==> src/rtl/dom_data_transmission_if.sv <==
// rtl/dom_data_transmission_if.sv - user/receiver signal bundle for the paced byte transmitter
interface dom_data_transmission_if;
  logic       send_i;
  logic [7:0] data_i;
  logic       ready_o;
  logic       valid_o;
  logic [7:0] data_o;
  logic       empty_o;
  logic       full_o;
  logic [3:0] tx_count_o;

  modport master (
    output send_i, data_i,
    input  ready_o, valid_o, data_o, empty_o, full_o, tx_count_o
  );

  modport slave (
    input  send_i, data_i,
    output ready_o, valid_o, data_o, empty_o, full_o, tx_count_o
  );
endinterface

==> src/rtl/dom_data_transmission.sv <==
// rtl/dom_data_transmission.sv - FIFO-buffered byte transmitter with fixed idle gap between strobes
module dom_data_transmission #(
  parameter int DEPTH = 4,
  parameter int GAP   = 2
) (
  input  logic                    clk_i,
  input  logic                    resetn_i,
  dom_data_transmission_if.slave  bus
);
  localparam int AW = (DEPTH > 1) ? $clog2(DEPTH) : 1;
  localparam int CW = $clog2(DEPTH + 1);

  typedef enum logic [1:0] {IDLE, SEND, WAIT} state_t;

  state_t        state_q, state_d;
  logic [3:0]    gap_q, gap_d;
  logic          launch;

  logic [7:0]    mem [DEPTH];
  logic [AW-1:0] wr_ptr, rd_ptr;
  logic [CW-1:0] count;
  logic          empty, full, push;

  logic          valid_q;
  logic [7:0]    data_q;
  logic [3:0]    tx_count_q;

  assign empty = (count == '0);
  assign full  = (count == CW'(DEPTH));
  // Full blocks the push even if a pop lands on the same edge.
  assign push  = bus.send_i && !full;

  always_comb begin
    state_d = state_q;
    gap_d   = gap_q;
    launch  = 1'b0;
    case (state_q)
      IDLE: begin
        if (!empty) begin
          launch  = 1'b1;
          state_d = SEND;
        end
      end
      SEND: begin
        gap_d   = 4'(GAP - 1);
        state_d = WAIT;
      end
      WAIT: begin
        // At gap zero with data pending, launch straight away so pulses stay GAP+1 apart.
        if (gap_q == 4'd0) begin
          if (!empty) begin
            launch  = 1'b1;
            state_d = SEND;
          end else begin
            state_d = IDLE;
          end
        end else begin
          gap_d = gap_q - 4'd1;
        end
      end
      default: state_d = IDLE;
    endcase
  end

  always_ff @(posedge clk_i or negedge resetn_i) begin
    if (!resetn_i) begin
      state_q    <= IDLE;
      gap_q      <= 4'd0;
      valid_q    <= 1'b0;
      data_q     <= 8'd0;
      tx_count_q <= 4'd0;
    end else begin
      state_q <= state_d;
      gap_q   <= gap_d;
      valid_q <= launch;
      if (launch) begin
        data_q     <= mem[rd_ptr];
        tx_count_q <= tx_count_q + 4'd1;
      end
    end
  end

  always_ff @(posedge clk_i or negedge resetn_i) begin
    if (!resetn_i) begin
      wr_ptr <= '0;
      rd_ptr <= '0;
      count  <= '0;
    end else begin
      if (push)   wr_ptr <= wr_ptr + AW'(1);
      if (launch) rd_ptr <= rd_ptr + AW'(1);
      case ({push, launch})
        2'b10:   count <= count + CW'(1);
        2'b01:   count <= count - CW'(1);
        default: count <= count;
      endcase
    end
  end

  always_ff @(posedge clk_i) begin
    if (push) mem[wr_ptr] <= bus.data_i;
  end

  assign bus.ready_o    = !full;
  assign bus.valid_o    = valid_q;
  assign bus.data_o     = data_q;
  assign bus.empty_o    = empty;
  assign bus.full_o     = full;
  assign bus.tx_count_o = tx_count_q;
endmodule

==> src/flat_wrapper.sv <==
// flat-port wrapper written by rule: the top's interface ports become plain ports
module dom_data_transmission_flat 
#(
  parameter int DEPTH = 4,
  parameter int GAP   = 2
)
  (clk_i, resetn_i, bus_send_i, bus_data_i, bus_ready_o, bus_valid_o, bus_data_o, bus_empty_o, bus_full_o, bus_tx_count_o);
  dom_data_transmission_if bus_i ();
  input  logic clk_i;
  input  logic resetn_i;
  input wire logic [$bits(bus_i.send_i)-1:0] bus_send_i;
  input wire logic [$bits(bus_i.data_i)-1:0] bus_data_i;
  output wire logic [$bits(bus_i.ready_o)-1:0] bus_ready_o;
  output wire logic [$bits(bus_i.valid_o)-1:0] bus_valid_o;
  output wire logic [$bits(bus_i.data_o)-1:0] bus_data_o;
  output wire logic [$bits(bus_i.empty_o)-1:0] bus_empty_o;
  output wire logic [$bits(bus_i.full_o)-1:0] bus_full_o;
  output wire logic [$bits(bus_i.tx_count_o)-1:0] bus_tx_count_o;
  assign bus_i.send_i = bus_send_i;
  assign bus_i.data_i = bus_data_i;
  assign bus_ready_o = bus_i.ready_o;
  assign bus_valid_o = bus_i.valid_o;
  assign bus_data_o = bus_i.data_o;
  assign bus_empty_o = bus_i.empty_o;
  assign bus_full_o = bus_i.full_o;
  assign bus_tx_count_o = bus_i.tx_count_o;
  dom_data_transmission #(.DEPTH(DEPTH), .GAP(GAP)) u_core (.clk_i(clk_i), .resetn_i(resetn_i), .bus(bus_i));
endmodule
==> config.mk <==
export PLATFORM = sky130hd
export DESIGN_NAME = dom_data_transmission_flat
export DESIGN_NICKNAME = d
export VERILOG_FILES = /design/src/rtl/dom_data_transmission_if.sv /design/src/rtl/dom_data_transmission.sv /design/src/flat_wrapper.sv
export SDC_FILE = /design/constraint.sdc
export NUM_CORES = 1
export LEC_CHECK = 0
export CORE_MARGIN = 10
export CORE_UTILIZATION = 35
export CTS_CLUSTER_DIAMETER = 200
export DETAILED_ROUTE_END_ITERATION = 16
export PLACE_DENSITY = 0.5
export REMOVE_ABC_BUFFERS = 1
export SLEW_MARGIN = 20
export SYNTH_ARGS = -nofsm -noshare
export SYNTH_HDL_FRONTEND = slang
export SYNTH_SLANG_ARGS = --single-unit
==> constraint.sdc <==
create_clock -name clk_i -period 3.5 [get_ports clk_i]
set_input_delay 0.7 -clock clk_i [delete_from_list [all_inputs] [get_ports clk_i]]
set_output_delay 0.7 -clock clk_i [all_outputs]
set_load 0.03 [all_outputs]
==> run metrics, run 1 <==
status complete, no violations; #FFs+latches synth 58; Total Nets Final around 200; DRC Markers 0; vias in the first global route 1430; cell taking the most area after synthesis edfxtp_1; CTS tree yes; synthesized instance count 150; WL per Instance 15.5 µm; Yosys warning count 0; synth-to-layout area growth 22.1%; FP Rows 30; final worst path period need between 2 and 3 ns; Hold Vio Cnt, Final 0; CTS sink cnt just under 60; CP Class flip-flop to flip-flop; reg2reg start u_core.gap_q[1]; hpwl dp around 3000 µm; most frequent cells after synthesis edfxtp_1, dfrtp_1, inv_1; first-pass GRT wire length 7400 µm; largest net degree at the start of global routing 27; fraction of layout instances using a drive strength above 1 a little over a fifth; Max Cap Viol 0; Post-CTS Setup Inserts 0; Fmax about 360 MHz; ant diodes 0; final slew viol count 0; Slew headroom a little under two thirds; Port Buffers 26; fill count 637; Mapped Area ~2500 µm²; P_leak 0.00117 µW; Clock Skew between 0.009 and 0.01 ns; die width approximately 100 µm; Crit path required time ~3.7 ns; Final setup violation count 0; Register Area between 1500 and 2000 µm²; post-route cell area between 3000 and 4000 µm²; Peak VDD IR approximately 0.00032 V; cts hold-fix bufs 0; crit-path max FO 9; Die Y 104 µm; Synth Flop Type edfxtp_1; Post-synth EDFFs 32; power density over cell area slightly below 1000 nW/µm²; global route overflow 0; flop2flop setup slack around 0.70 ns; clock root cell clkbuf_8; Reg clk slew, reported paths 0.07 ns; endpoint of the worst hold path u_core.bus.tx_count_o[3]; vias ~1300; Hold Startpoint u_core.bus.tx_count_o[3]; Netlist cell types 37; Post-Syn Area per Cell 16.5 µm²; clk_lat worst skew around 0.33 ns; core region area about 6800 µm²; GPL Wtd Cong 0.696; worst r2r dst u_core.count[2]; largest cells by area after synthesis edfxtp_1, dfrtp_1, mux4_2; final WL ~4400 µm; cts bufs inserted 9; clock buffer depth 2; CP Capture Type flip-flop; share of Yosys cell area claimed by the top area cell type between 30% and 40%; async set or reset register ratio after synthesis roughly 45%; DR vias/cell 4.65; 1st-iter DRT viols 38; RSZ-0062 raised after global routing false; most frequent cell after synthesis edfxtp_1; Crit path arrival time 3.04 ns; Pre-antenna DRT Iters 4; Worst Hold Class flip-flop to flip-flop; post-synthesis sequential area ratio 65.0%; worst slew pin tran 0.542 ns; dpl cell area around 2800 µm²; multi-input logic area just under 800 µm²; starting density of the core between 30% and 40%; die area 10900 µm²; R2R cell count 10; post-CTS sizing 0; Period Utilization, post-route 80.0%; Ports 27; GR Util All Layers between 8 and 9%; Setup crit start kind flip-flop; initial antenna violation count 0; post-route setup TNS 0 ns; final antenna-violating net count 0; H-tree levels 3; Hold Path Depth 1; hold slack final between 0.4 and 0.5 ns
## metrics by stage
step	setup WS [ns]	total power [µW]	util (%)	instances
after floorplan	0.552	2030	-	144
after detailed placement	0.748	2450	41.6	269
after global routing	0.579	3210	44.3	285
final	0.700	3000	44.3	285
after global placement	0.914	2400	41.6	269
after CTS	0.695	3060	44.3	285
## how the worst max path moves through the flow
| stage | depth (start not counted) | startpoint | to |
|---|---|---|---|
| after global routing | 10 | u_core.gap_q[1] | u_core.count[2] |
| final | 10 | u_core.gap_q[1] | u_core.count[2] |
| after CTS | 10 | u_core.gap_q[1] | u_core.count[2] |
| after floorplan | 10 | u_core.gap_q[0] | u_core.count[2] |
| after detailed placement | 10 | u_core.gap_q[1] | u_core.count[2] |
| after global placement | 10 | u_core.gap_q[0] | u_core.count[2] |
## flip-flops by register name (all words and copies together) (netlist names), 2 cells and up
name / cells
u_core.state_q: 2
u_core.bus.tx_count_o: 4
u_core.count: 3
u_core.rd_ptr: 2
u_core.wr_ptr: 2
u_core.bus.data_o: 8
u_core.mem: 32
u_core.gap_q: 4
## power breakdown
part           internal (µW)  switching [µW]
sequential               964             207
combinational            630             608
clock                    325             262
total                   1920            1080
## metal layers
metal | part of all wire (%) | vias to the layer above | track usage, %
li1 | - | 617 | -
met5 | 0 | - | 0
met2 | 51 | 34 | 14.1
met1 | 43 | 670 | 10.1
met4 | 1.0 | 0 | 4.57
met3 | 4.8 | 4 | 3.66
## logic make-up after synthesis
family / count (synthesis) / share of synthesized area (%)
adder cells (fa/ha/maj): 9 / 4.84
flip-flops: 58 / 65.0
XOR/XNOR: 9 / 3.18
AO/OA/AOI/OAI: 13 / 4.84
AND/OR/NAND/NOR: 23 / 5.25
multiplexers: 19 / 13.3
buffers and inverters: 19 / 3.63
## placed cells by master (no fill, tap or decap), types with 2 or more instances in the layout
master	n
nor2b_1	2
mux2_2	3
buf_4	3
mux4_2	8
edfxtp_1	32
xnor2_1	3
mux2_4	7
xor2_1	6
clkdlybuf4s50_1	26
nor2_1	5
a2111oi_2	2
ha_1	8
clkinv_2	4
and2_1	4
o22ai_1	2
dfrtp_1	26
nand3_1	3
a211oi_1	2
inv_1	13
clkbuf_8	9
nand2_1	2
## cell type report
cell class	count	area share, %
Tap cell	96	3.97
Timing Repair Buffer	29	9.34
Inverter	13	1.61
Clock buffer	10	4.21
Multi-Input combinational cell	73	25.7
Clock inverter	6	1.94
Sequential cell	58	53.2
## worst max-delay path: stages (launching register included)
cell,delay [ns]
dfrtp_1,0.42
inv_1,0.11
ha_1,0.17
or3b_1,0.54
a211oi_4,0.34
ha_1,0.23
inv_1,0.07
fa_1,0.39
xor2_1,0.16
nor2_1,0.11
xor2_1,0.17
Note: power is estimated with default switching activity, not from simulation.
==> run 2, diff against run 1 <==
--- a/config.mk
+++ b/config.mk
@@ -9,7 +9,7 @@
 export CORE_UTILIZATION = 35
 export CTS_CLUSTER_DIAMETER = 200
 export DETAILED_ROUTE_END_ITERATION = 16
-export PLACE_DENSITY = 0.5
+export PLACE_DENSITY = 0.52
 export REMOVE_ABC_BUFFERS = 1
 export SLEW_MARGIN = 20
 export SYNTH_ARGS = -nofsm -noshare
==> constraint.sdc (replaced) <==
create_clock -name clk_i -period 2.4 [get_ports clk_i]
set_input_delay 0.48 -clock clk_i [delete_from_list [all_inputs] [get_ports clk_i]]
set_output_delay 0.48 -clock clk_i [all_outputs]
set_load 0.03 [all_outputs]
==> run 2 against run 1 <==
  * Cell area is 5.7% higher
  * Setup slack worse by 0.66 ns
  * Critical path depth is the same
  * Via count grew 6.9%
  * Utilization increased by 2.5 points
  * Clock-buffer cell count up 1
==> run metrics, run 2 (same netlist as run 1, synthesis figures left out) <==
status complete, no violations; ant diodes 0; cts bufs inserted 9; Crit path arrival time approximately 2.6 ns; Logic pwr share approximately 44%; most frequent cells in the layout edfxtp_1, clkdlybuf4s50_1, dfrtp_1, buf_4; endpoint of the worst hold path u_core.bus.tx_count_o[3]; largest net degree at the start of global routing 27; Setup crit start kind flip-flop; final slew viol count 0; Reg clk slew, reported paths around 0.06 ns; clock buffer depth 2; Crit path required time roughly 2.7 ns; CP Class flip-flop to flip-flop; total power approximately 4800 µW; final worst path period need between 2 and 2.5 ns; Peak VDD IR between 0.0004 and 0.0005 V; Hold Path Depth 1; crit-path max FO 2; RSZ-0062 raised after global routing true; multi-input logic area approximately 800 µm²; CP Capture Type flip-flop; GPL Wtd Cong ~0.73; DR vias/cell roughly 4.7; global route overflow 0; fill count approximately 630; Slew headroom between 60% and 70%; clock root cell clkbuf_8; GR Util All Layers around a tenth; vias 1416; part of the power in registers between 30% and 40%; initial antenna violation count 0; Largest register FFs 32; first-pass GRT wire length about 8000 µm; Clock Skew roughly 0.006 ns; most common cell after layout, fill and taps aside edfxtp_1; Hold Startpoint u_core.bus.tx_count_o[3]; Port Buffers 26; R2R cell count 10; Period Utilization, post-route 98.2%; fraction of layout instances using a drive strength above 1 31.2%; Final setup violation count 0; core region area 6830 µm²; WL per Instance 16.2 µm; 1st-iter DRT viols 45; Fmax between 400 and 500 MHz; P_leak 0.00126 µW; H-tree levels 3; flop2flop setup slack around 0.044 ns; Worst Hold Class flip-flop to flip-flop; CTS tree yes; FP Rows 30; Die Y 104 µm; power density over cell area roughly 1500 nW/µm²; DRC Markers 0; Max Cap Viol 0; Pre-antenna DRT Iters 4; Reg with most FFs u_core.mem; Ports 27; final WL a little under 5000 µm; clk_lat worst skew 0.33 ns; worst r2r dst u_core.count[2]; die width between 100 and 150 µm; Net Switching about 1700 µW; hpwl dp approximately 3200 µm; synth-to-layout area growth 29.1%; Layout Utilization 46.8%; final antenna-violating net count 0; Total Nets Final 220; Int Pwr a little over 3000 µW; Register Area roughly 1600 µm²; worst slew pin tran between 0.5 and 0.6 ns; part of the power in the clock network between 20% and 30%; vias in the first global route around 1600; switching part of the total power about a third; die area approximately 11000 µm²; CTS sink cnt 58; reg2reg start u_core.gap_q[1]; starting density of the core between 30 and 40%; post-route setup TNS 0 ns; Hold Vio Cnt, Final 0
run 2: timing repair:
action / in CTS / in global routing
setup buffers: 2 / 6
pin swaps: 3 / 4
hold buffers: 0 / 0
resized for setup: 5 / 3
endpoints found under the setup margin: 1 / 1
run 2: cell type report:
cell class | count | share of cell area, %
clock inverters | 5 | 2.42
clock buffers | 11 | 4.42
multi-input cells | 73 | 24.9
repair buffers | 45 | 12.6
flip-flops and latches | 58 | 50.4
well taps | 96 | 3.75
inverters | 13 | 1.52
run 2: critical path, cell delays in order, from the launching register on:
cell and delay, ns:
dfrtp_1 0.40, inv_2 0.09, ha_4 0.14, or3b_4 0.39, a211oi_4 0.26, ha_2 0.23, inv_2 0.04, fa_2 0.32
xor2_1 0.14, nor2_1 0.11, xor2_1 0.16
run 2: how the worst max path moves through the flow:
| stage | start | endpoint | slack (ns) | cells after the start |
|---|---|---|---|---|
| 2_1_floorplan | u_core.gap_q[0] | u_core.count[2] | -0.55 | 10 |
| 3_3_place_gp | u_core.gap_q[0] | u_core.count[2] | 0.04 | 10 |
| 3_5_place_dp | u_core.gap_q[0] | u_core.count[2] | -0.04 | 10 |
| 4_1_cts | u_core.gap_q[0] | u_core.count[2] | 0.04 | 10 |
| 5_1_grt | u_core.gap_q[1] | u_core.count[2] | -0.08 | 10 |
| 6_report | u_core.gap_q[1] | u_core.count[2] | 0.04 | 10 |
run 2: routing by layer:
metal / global-route usage (%) / vias up / share of wire (%)
li1: - / 648 / -
met1: 10.6 / 724 / 42
met2: 15.2 / 35 / 51
met3: 3.84 / 9 / 4.5
met4: 5.07 / 0 / 1.7
met5: 0 / - / 0
run 2: metrics by stage:
step / std cells / setup slack [ns] / area (µm²) / hold WS [ns]
after floorplan: 144 / -0.548 / 2440 / 0.184
after global placement: 277 / 0.0444 / 2900 / 0.459
after detailed placement: 277 / -0.0362 / 2900 / 0.463
after CTS: 295 / 0.0393 / 3150 / 0.475
after global routing: 301 / -0.0808 / 3200 / 0.493
final: 301 / 0.0439 / 3200 / 0.466
run 2: power groups by stage:
stage                     clock, µW  sequential (µW)  combinational [µW]
after floorplan                   0             1890                1070
after global placement            0             1670                1950
after detailed placement          0             1690                2000
after CTS                      1020             1670                2050
after global routing           1070             1720                2290
final                           991             1660                2110
